`config.mk`:
```
export PLATFORM = sky130hd
export DESIGN_NAME = sound_sequencer
export DESIGN_NICKNAME = d
export VERILOG_FILES = /design/src/rtl/sound_pkg.sv /design/src/rtl/sound_event_fifo.sv /design/src/rtl/sound_sequencer.sv
export SDC_FILE = /design/constraint.sdc
export NUM_CORES = 1
export LEC_CHECK = 0
export CORE_AREA = 10 10 172 110
export CTS_CLUSTER_DIAMETER = 120
export DETAILED_ROUTE_END_ITERATION = 8
export DIE_AREA = 0 0 182 120
export GPL_TIMING_DRIVEN = 0
export PLACE_DENSITY = 0.57
export SLEW_MARGIN = 15
export SYNTH_ARGS = -nofsm -noshare
export SYNTH_HDL_FRONTEND = slang
export SYNTH_SLANG_ARGS = --single-unit
```
`constraint.sdc`:
```
create_clock -name clk -period 2.45 [get_ports clk]
set_clock_uncertainty 0.15 [all_clocks]
set_input_delay 0.49 -clock clk [delete_from_list [all_inputs] [get_ports clk]]
set_output_delay 0.49 -clock clk [all_outputs]
set_load 0.005 [all_outputs]
```
`src/rtl/sound_pkg.sv`:
```
// rtl/sound_pkg.sv - shared note codes, divider defaults, FSM states and FIFO entry width
package sound_pkg;

   localparam logic [1:0] NOTE_DO  = 2'd0;
   localparam logic [1:0] NOTE_RE  = 2'd1;
   localparam logic [1:0] NOTE_MI  = 2'd2;
   localparam logic [1:0] NOTE_SOL = 2'd3;

   localparam logic [31:0] DEF_NOTE_LEN = 32'd5_000_000;
   localparam logic [31:0] DEF_GAP_LEN  = 32'd1_000_000;
   localparam logic [31:0] DEF_DIV_DO   = 32'hBAA;
   localparam logic [31:0] DEF_DIV_RE   = 32'hA64;
   localparam logic [31:0] DEF_DIV_MI   = 32'h941;
   localparam logic [31:0] DEF_DIV_SOL  = 32'h7C9;

   // FIFO entry layout: {double_len, code[1:0]}
   localparam int FIFO_W = 3;

   typedef enum logic [1:0] {
      S_IDLE,
      S_PLAY,
      S_GAP
   } state_t;

endpackage

```
`src/rtl/sound_event_fifo.sv`:
```
// rtl/sound_event_fifo.sv - 4-deep event queue; a push while full is accepted only alongside a pop
module sound_event_fifo
   import sound_pkg::*;
(
   input  logic              clk,
   input  logic              rst_n,
   input  logic              push,
   input  logic              pop,
   input  logic [FIFO_W-1:0] wdata,
   output logic [FIFO_W-1:0] rdata,
   output logic              full,
   output logic              empty
);

   logic [FIFO_W-1:0] mem_q [4];
   logic [FIFO_W-1:0] mem_d [4];
   logic [1:0]        wr_ptr_q, wr_ptr_d;
   logic [1:0]        rd_ptr_q, rd_ptr_d;
   logic [2:0]        count_q, count_d;
   logic              do_push, do_pop;

   assign empty   = (count_q == 3'd0);
   assign full    = (count_q == 3'd4);
   assign do_pop  = pop & ~empty;
   assign do_push = push & (~full | do_pop);
   assign rdata   = mem_q[rd_ptr_q];

   always_comb begin
      mem_d    = mem_q;
      wr_ptr_d = wr_ptr_q;
      rd_ptr_d = rd_ptr_q;
      if (do_push) begin
         mem_d[wr_ptr_q] = wdata;
         wr_ptr_d        = wr_ptr_q + 2'd1;
      end
      if (do_pop) begin
         rd_ptr_d = rd_ptr_q + 2'd1;
      end
      count_d = count_q + {2'b00, do_push} - {2'b00, do_pop};
   end

   always_ff @(posedge clk or negedge rst_n) begin
      if (!rst_n) begin
         for (int i = 0; i < 4; i++) begin
            mem_q[i] <= '0;
         end
         wr_ptr_q <= 2'd0;
         rd_ptr_q <= 2'd0;
         count_q  <= 3'd0;
      end else begin
         mem_q    <= mem_d;
         wr_ptr_q <= wr_ptr_d;
         rd_ptr_q <= rd_ptr_d;
         count_q  <= count_d;
      end
   end

endmodule

```
`src/rtl/sound_sequencer.sv`:
```
// rtl/sound_sequencer.sv - queues game-event edges and plays each as a fixed-length note then a silent gap
module sound_sequencer
   import sound_pkg::*;
#(
   parameter logic [31:0] NOTE_LEN = DEF_NOTE_LEN,
   parameter logic [31:0] GAP_LEN  = DEF_GAP_LEN,
   parameter logic [31:0] DIV_DO   = DEF_DIV_DO,
   parameter logic [31:0] DIV_RE   = DEF_DIV_RE,
   parameter logic [31:0] DIV_MI   = DEF_DIV_MI,
   parameter logic [31:0] DIV_SOL  = DEF_DIV_SOL
) (
   input  logic       clk,
   input  logic       reset_button,
   input  logic       hit_paddle,
   input  logic       hit_brick,
   input  logic       life_lost,
   output logic [4:0] rom_addr,
   output logic       tone_en,
   output logic [1:0] note,
   output logic       busy,
   output logic       overflow
);

   logic              paddle_prev_q, paddle_prev_d;
   logic              brick_prev_q, brick_prev_d;
   logic              life_prev_q, life_prev_d;
   logic              overflow_q, overflow_d;
   logic              ev_valid;
   logic [FIFO_W-1:0] ev_data;

   logic              fifo_pop, fifo_full, fifo_empty;
   logic [FIFO_W-1:0] fifo_rdata;

   state_t            state_q, state_d;
   logic [1:0]        note_q, note_d;
   logic              dbl_q, dbl_d;
   logic [4:0]        rom_addr_q, rom_addr_d;
   logic [32:0]       step_q, step_d;
   logic [32:0]       dur_q, dur_d;
   logic [31:0]       div;
   logic [32:0]       step_last, dur_last, gap_last;

   // Edge detect with fixed priority; only the winning edge is ever offered to the FIFO.
   always_comb begin
      paddle_prev_d = hit_paddle;
      brick_prev_d  = hit_brick;
      life_prev_d   = life_lost;
      ev_valid      = 1'b1;
      if (life_lost & ~life_prev_q) begin
         ev_data = {1'b1, NOTE_SOL};
      end else if (hit_brick & ~brick_prev_q) begin
         ev_data = {1'b0, NOTE_RE};
      end else if (hit_paddle & ~paddle_prev_q) begin
         ev_data = {1'b0, NOTE_DO};
      end else begin
         ev_valid = 1'b0;
         ev_data  = '0;
      end
      overflow_d = overflow_q | (ev_valid & fifo_full & ~fifo_pop);
   end

   sound_event_fifo u_fifo (
      .clk   (clk),
      .rst_n (reset_button),
      .push  (ev_valid),
      .pop   (fifo_pop),
      .wdata (ev_data),
      .rdata (fifo_rdata),
      .full  (fifo_full),
      .empty (fifo_empty)
   );

   always_comb begin
      case (note_q)
         NOTE_DO: div = DIV_DO;
         NOTE_RE: div = DIV_RE;
         NOTE_MI: div = DIV_MI;
         default: div = DIV_SOL;
      endcase
      step_last = {div, 1'b0} - 33'd1;
      dur_last  = dbl_q ? ({NOTE_LEN, 1'b0} - 33'd1) : ({1'b0, NOTE_LEN} - 33'd1);
      gap_last  = {1'b0, GAP_LEN} - 33'd1;
   end

   // dur counter is reused to time the gap; it restarts from zero on each state change.
   always_comb begin
      state_d    = state_q;
      note_d     = note_q;
      dbl_d      = dbl_q;
      rom_addr_d = rom_addr_q;
      step_d     = step_q;
      dur_d      = dur_q;
      fifo_pop   = 1'b0;
      case (state_q)
         S_IDLE: begin
            if (!fifo_empty) begin
               fifo_pop   = 1'b1;
               state_d    = S_PLAY;
               note_d     = fifo_rdata[1:0];
               dbl_d      = fifo_rdata[2];
               rom_addr_d = 5'd0;
               step_d     = 33'd0;
               dur_d      = 33'd0;
            end
         end
         S_PLAY: begin
            if (step_q == step_last) begin
               step_d     = 33'd0;
               rom_addr_d = rom_addr_q + 5'd1;
            end else begin
               step_d = step_q + 33'd1;
            end
            if (dur_q == dur_last) begin
               state_d    = S_GAP;
               dur_d      = 33'd0;
               rom_addr_d = 5'd0;
            end else begin
               dur_d = dur_q + 33'd1;
            end
         end
         S_GAP: begin
            if (dur_q == gap_last) begin
               state_d = S_IDLE;
               dur_d   = 33'd0;
            end else begin
               dur_d = dur_q + 33'd1;
            end
         end
         default: state_d = S_IDLE;
      endcase
   end

   always_ff @(posedge clk or negedge reset_button) begin
      if (!reset_button) begin
         paddle_prev_q <= 1'b0;
         brick_prev_q  <= 1'b0;
         life_prev_q   <= 1'b0;
         overflow_q    <= 1'b0;
         state_q       <= S_IDLE;
         note_q        <= NOTE_DO;
         dbl_q         <= 1'b0;
         rom_addr_q    <= 5'd0;
         step_q        <= 33'd0;
         dur_q         <= 33'd0;
      end else begin
         paddle_prev_q <= paddle_prev_d;
         brick_prev_q  <= brick_prev_d;
         life_prev_q   <= life_prev_d;
         overflow_q    <= overflow_d;
         state_q       <= state_d;
         note_q        <= note_d;
         dbl_q         <= dbl_d;
         rom_addr_q    <= rom_addr_d;
         step_q        <= step_d;
         dur_q         <= dur_d;
      end
   end

   assign rom_addr = rom_addr_q;
   assign tone_en  = (state_q == S_PLAY);
   assign note     = note_q;
   assign busy     = (state_q != S_IDLE) | ~fifo_empty;
   assign overflow = overflow_q;

endmodule

```
# Word level (Yosys, flattened, before mapping)
# Index checks and enable logic that the tools add are counted.
# op_classes
shifts	0
n_div	0
eq_ne	12
reduce_logical	12
add_sub_neg	8
n_mux	29
multipliers	0
magnitude_cmp	3
n_bitwise	18
# op_table
operator	count
33-bit two-way mux	4
33-bit case mux with 3 select lines	1
33-bit by 1-bit adder with 33-bit output (second input constant)	2
33-bit case mux with 2 select lines	1
12-bit case mux with 3 select lines	1
33-bit by 20-bit equality test with 1-bit output (second input constant)	1
33-bit by 24-bit equality test with 1-bit output	1
33-bit equality test	1
33-bit by 1-bit subtractor with 33-bit output (second input constant)	1
24-bit two-way mux	1
5-bit two-way mux	3
12-bit bitwise mux	1
3-bit two-way mux	4
5-bit case mux with 2 select lines	1
1-bit AND	7
3-bit binary-select mux with 2-bit select	1
3-bit demux with 2-bit select	1
3-bit greater-or-equal comparator (second input constant)	2
1-bit two-way mux	6
2-bit two-way mux	3
1-bit NOT	6
2-bit NOT with 3-bit output	2
2-bit case mux with 3 select lines	1
2-bit AND reduction	3
18 further kinds	27
# totals
romBits	0
latchBits	0
n_memories	0
reg_bits	99
out_inout_bits	10
mem_bits_rw	0

# Depth between registers and ports, before layout
# Gate-level depths: netlist (run 1).
# logic_depth
depth_word	8
ltp_mapped	10
depth_no_buf	10

# Hierarchy
# From an unflattened synthesis (run 1), not the netlist that was laid out.
# unflattened
cells_unflattened	591
area_unflattened_um2	5626.6
# modules_own_cells
module	cells_per_inst	seq_area_each_um2	n_inst	area_per_inst_um2
sound_sequencer	524	2001.9	1	4688.2
sound_event_fifo	67	475.5	1	938.4

# Worst setup path after synthesis (run 1)
# OpenSTA, ideal clock, no wires.
# synth_timing
path_kind	reg2reg
from	register note_q[1] (netlist: note[1])
to	register step_q[11]
slack_ns	0.034
arrival_ns	2.145
required_time_ns	2.179
period_less_slack_ns	2.416
stages_incl_launch_ff	9
n_path_buf	1
cell_sequence	dfrtp_1 > ha_1 > xor2_1 > nand4_1 > nor4_2 > a31oi_1 > clkbuf_1 > a21o_1 > a22o_1
# synth_between
elab_chain_cells	6
# synth_rtl
item	line_no	text
start: declaration	sound_sequencer.sv:35	logic [1:0] note_q, note_d;
start signal: assignment	sound_sequencer.sv:151	note_q <= note_d;
2-bit equality test (tied with other cells)	sound_sequencer.sv:74	case (note_q)
12-bit case mux with 3 select lines (*)	sound_sequencer.sv:74	
33-bit by 1-bit subtractor with 33-bit output (*)	sound_sequencer.sv:80	step_last = {div, 1'b0} - 33'd1;
33-bit equality test (*)	sound_sequencer.sv:107	if (step_q == step_last) begin
33-bit two-way mux (*)	sound_sequencer.sv:107	
33-bit case mux with 2 select lines (*)	sound_sequencer.sv:94	case (state_q)
end signal: assignment	sound_sequencer.sv:154	step_q <= step_d;
end: declaration	sound_sequencer.sv:38	logic [32:0] step_q, step_d;
# Every way passes the cells marked *; elsewhere a longest branch is shown, timed or not.
# A chain may end at the register's enable or synchronous reset.

# Worst setup path in the final report (run 1)
# layout_timing
from	register dur_q[14]
to	register dur_q[29]
# layout_between
elab_chain_cells	3
# layout_rtl
item	line_no	text
start: declaration	sound_sequencer.sv:39	logic [32:0] dur_q, dur_d;
start signal: assignment	sound_sequencer.sv:155	dur_q <= dur_d;
33-bit by 1-bit adder with 33-bit output (tied with other cells)	sound_sequencer.sv:118, sound_sequencer.sv:126	
33-bit two-way mux (on tied branches)	sound_sequencer.sv:122, sound_sequencer.sv:113	
33-bit case mux with 3 select lines (*)	sound_sequencer.sv:94	
# Marks and branches as above.

==> reports/qor.yml, run 1 <==
worst_setup_path:
  critPathMaxFanout: 5
  required_ps: 2550
  end_kind: "register"
  path_class: "register to register"
  arrival_ps: 2580
  worst_setup_path_start_kind: "register"
floorplanning:
  dieWidth_um: 182
  core_um2: 15800
  io_pins: 15
  die_h_um: 120
  num_rows: 36
  die-area_um2: 21800
  start_util: 0.341
routing:
  remaining_drc_errors: 0
  drtAntennaViolNets: 0
  met2_length_um: 5830
  wl_met3_um: 788
  drtIter0Drc: 338
  vias: 4583
  routedWlPerCell_um: 16.5
  routed_wl_um: 14100
  vias_per_cell: 5.33
  met1_length_um: 7410
  dr.pass1.iters: 5
  topRoutingLayerUsed: "met4"
job:
  drv_cap: 0
global_route:
  grt_pass1_wl_um: 22300
  track_usage: 0.124
  grt.overflow.total: 0
  grt_pass1_vias: 4279
  antenna_found_initial: 0
  grt_max_degree: 61
timing:
  slew_violations: 0
  rsz0062_at_grt: "yes"
  hold_violations: 0
  setup_viol: 22
  clock.fmax_ghz: 0.402
  fin_setup_tns_ps: -438
  worst_pin_slew_ps: 524
  fin_crit_ps: 2490
  finalCritPeriodShare: 1.02
  worst_slack_ps: -39.4
  relSlewSlack: 0.648
synth:
  ys_seq_elements: 94
  synthArstFlopShare: 1.00
  yosysWarnings: 0
  synth_edf_count: 0
  syn_area_per_cell_um2: 9.32
  synth_top_area_share: 0.437
  yosysTopAreaCell: "dfrtp_1"
  synth_common_cells: "94 x dfrtp_1, 73 x nor2_1, 59 x nand2_1, 37 x nand3_1, 28 x xnor2_1"
  synthFlopType: "dfrtp_1"
  syn-cell-area_um2: 5390
  synthMostInstantiatedCell: "dfrtp_1"
  ys_seq_area_frac: 0.437
  synth_cell_types: 60
  synthTopCellsByArea: "dfrtp_1 44%, nor2_1 5.1%, ha_1 4.9%, xnor2_1 4.6%, nand2_1 4.1%"
  synth_nets: 605
  syn_inst: 578
clock_tree:
  clockBufferDepth: 2
  cts_tree: "yes"
  clkLatencyLatePin_ps: 360
  clock-root-buffer: "clkbuf_16"
  clk_pin_slew_ps: 70
  clock-sinks: 94
  cts-htree-levels: 3
  cts_buffers: 9
placement:
  placed_area_um2: 5830
  dp_hpwl_um: 9470
  globalplace.congestion: 0.885
  portBuffers: 14
  dp_slack_ps: -946
power_and_ir_drop:
  leakagePower_uw: 0.00290
  irDropWorstVdd_v: 0.000562
  powerDensity_nw_per_um2: 1000
final_layout:
  final_area_um2: 7120
  area_delta_synth_final_pct: 32.2
  layout-drive-gt1-share: 0.273
  antenna_cells: 0
  fin_nets: 673
worst_hold_path:
  hold_path_class: "input port to asynchronous set/reset pin"
status:
  status: "finished, violations left"
  violations: "negative setup slack"
flip-flops by register name (all words and copies together) (netlist names):
register         flops
brick_prev_q         1
dur_q               33
life_prev_q          1
note                 2
overflow             1
paddle_prev_q        1
rom_addr             5
state_q              2
step_q              33
u_fifo.count_q       3
u_fifo.mem_q         8
u_fifo.rd_ptr_q      2
u_fifo.wr_ptr_q      2
power breakdown:
group | switching, uW | total, uW | internal (uW)
registers | 218 | 1980 | 1760
clock network | 639 | 1540 | 902
logic | 1890 | 3620 | 1730
total | 2750 | 7130 | 4390
per-layer routing:
layer / up-vias / global-route usage
met2: 116 / 0.165
li1: 2192 / -
met1: 2263 / 0.185
met4: 0 / 0.0405
met5: - / 0
met3: 12 / 0.0339
cell usage in the layout, fill, tap and decap left out, types with 4 or more instances in the layout:
master            n
dfrtp_2           6
and3_1           12
nand2_1          58
buf_12            5
mux2i_1           4
mux2_2            9
clkdlybuf4s50_1  12
or2_2             4
xnor2_1          26
dfrtp_1          88
xor2_1           16
o21ai_0          18
nor2_1           51
a21o_1            5
nor3_1           12
a22o_1            5
nand2b_1          6
nor2_4           12
nand3_1          34
nand4_1          25
buf_4            35
buf_6             4
clkbuf_16        11
buf_2             4
and2_1            5
nor4_1            4
inv_2             4
clkbuf_1          5
a21oi_1          17
nor4_4            7
inv_1            19
ha_1             15
nor2_2           11
cell families after synthesis:
kind of cell               after synthesis  synth area share
buffers and inverters                   42            0.0362
and+or+nand+nor                        276             0.260
DFF                                     94             0.437
AOI/OAI and AO/OA                       83             0.105
muxes                                   15            0.0346
xor gates and xnor gates                46            0.0748
adders and majority gates               22            0.0525
per-stage QoR:
stage                     instances  utilization  total power [uW]  hold slack (ps)
after global placement          801        0.366              4180              305
after detailed placement        803        0.369              4260              145
after global routing            860        0.450              7560              322
after CTS                       836        0.411              6150              303
final                           860        0.450              7130              319
after floorplan                 578            -              3570             44.4
worst max-delay path: stages (launching register included):
cell and delay (ps):
dfrtp_2 410, or3b_4 390, and4b_1 310, o211ai_4 130
a311oi_4 410, and2_4 240, buf_12 140, clkbuf_16 160
nor2_2 40
cell type report:
type	count	area (um^2)
fill	1469	8690
clock inverter	6	92.6
tap	209	262
sequential	94	2360
buffer	17	144
timing repair buffer	58	569
multi-input combinational	442	3370
clock buffer	10	229
inverter	24	92.6
final timing paths:
| kind | start | end | slack (ps) | depth (start not counted) |
|---|---|---|---|---|
| setup / recovery | dur_q[14] | dur_q[29] | -40 | 8 |
| hold reg to reg | overflow | overflow | 330 | 1 |
| hold / removal | reset_button | life_prev_q | 320 | 2 |
| setup reg to reg | dur_q[14] | dur_q[29] | -40 | 8 |
| min in group clk | overflow | overflow | 330 | 1 |
| max in group asynchronous | reset_button | step_q[0] | 1100 | 4 |
repair_timing:
item	in CTS	in global routing
cloned	0	4
resized for setup	51	91
setup buffers	16	21
pin swaps	5	22
endpoints found under the setup margin	77	65
endpoints found under the hold margin	2	0
hold buffers	1	0
No activity file was read; power rests on OpenSTA's default activity.
==> run 2, diff against run 1 <==
--- a/config.mk
+++ b/config.mk
@@ -9,6 +9,7 @@
 export CTS_CLUSTER_DIAMETER = 120
 export DETAILED_ROUTE_END_ITERATION = 8
 export DIE_AREA = 0 0 182 120
+export GPL_ROUTABILITY_DRIVEN = 0
 export GPL_TIMING_DRIVEN = 0
 export PLACE_DENSITY = 0.57
 export SLEW_MARGIN = 15
==> results of run 2 <==
No change in the layout: final DEF, timing and power equal those of run 1.
==> run 3, diff against run 2 <==
--- a/config.mk
+++ b/config.mk
@@ -7,6 +7,7 @@
 export LEC_CHECK = 0
 export CORE_AREA = 10 10 172 110
 export CTS_CLUSTER_DIAMETER = 120
+export CTS_CLUSTER_SIZE = 30
 export DETAILED_ROUTE_END_ITERATION = 8
 export DIE_AREA = 0 0 182 120
 export GPL_ROUTABILITY_DRIVEN = 0
==> results of run 3 <==
No change in the layout: final DEF, timing and power equal those of run 1.
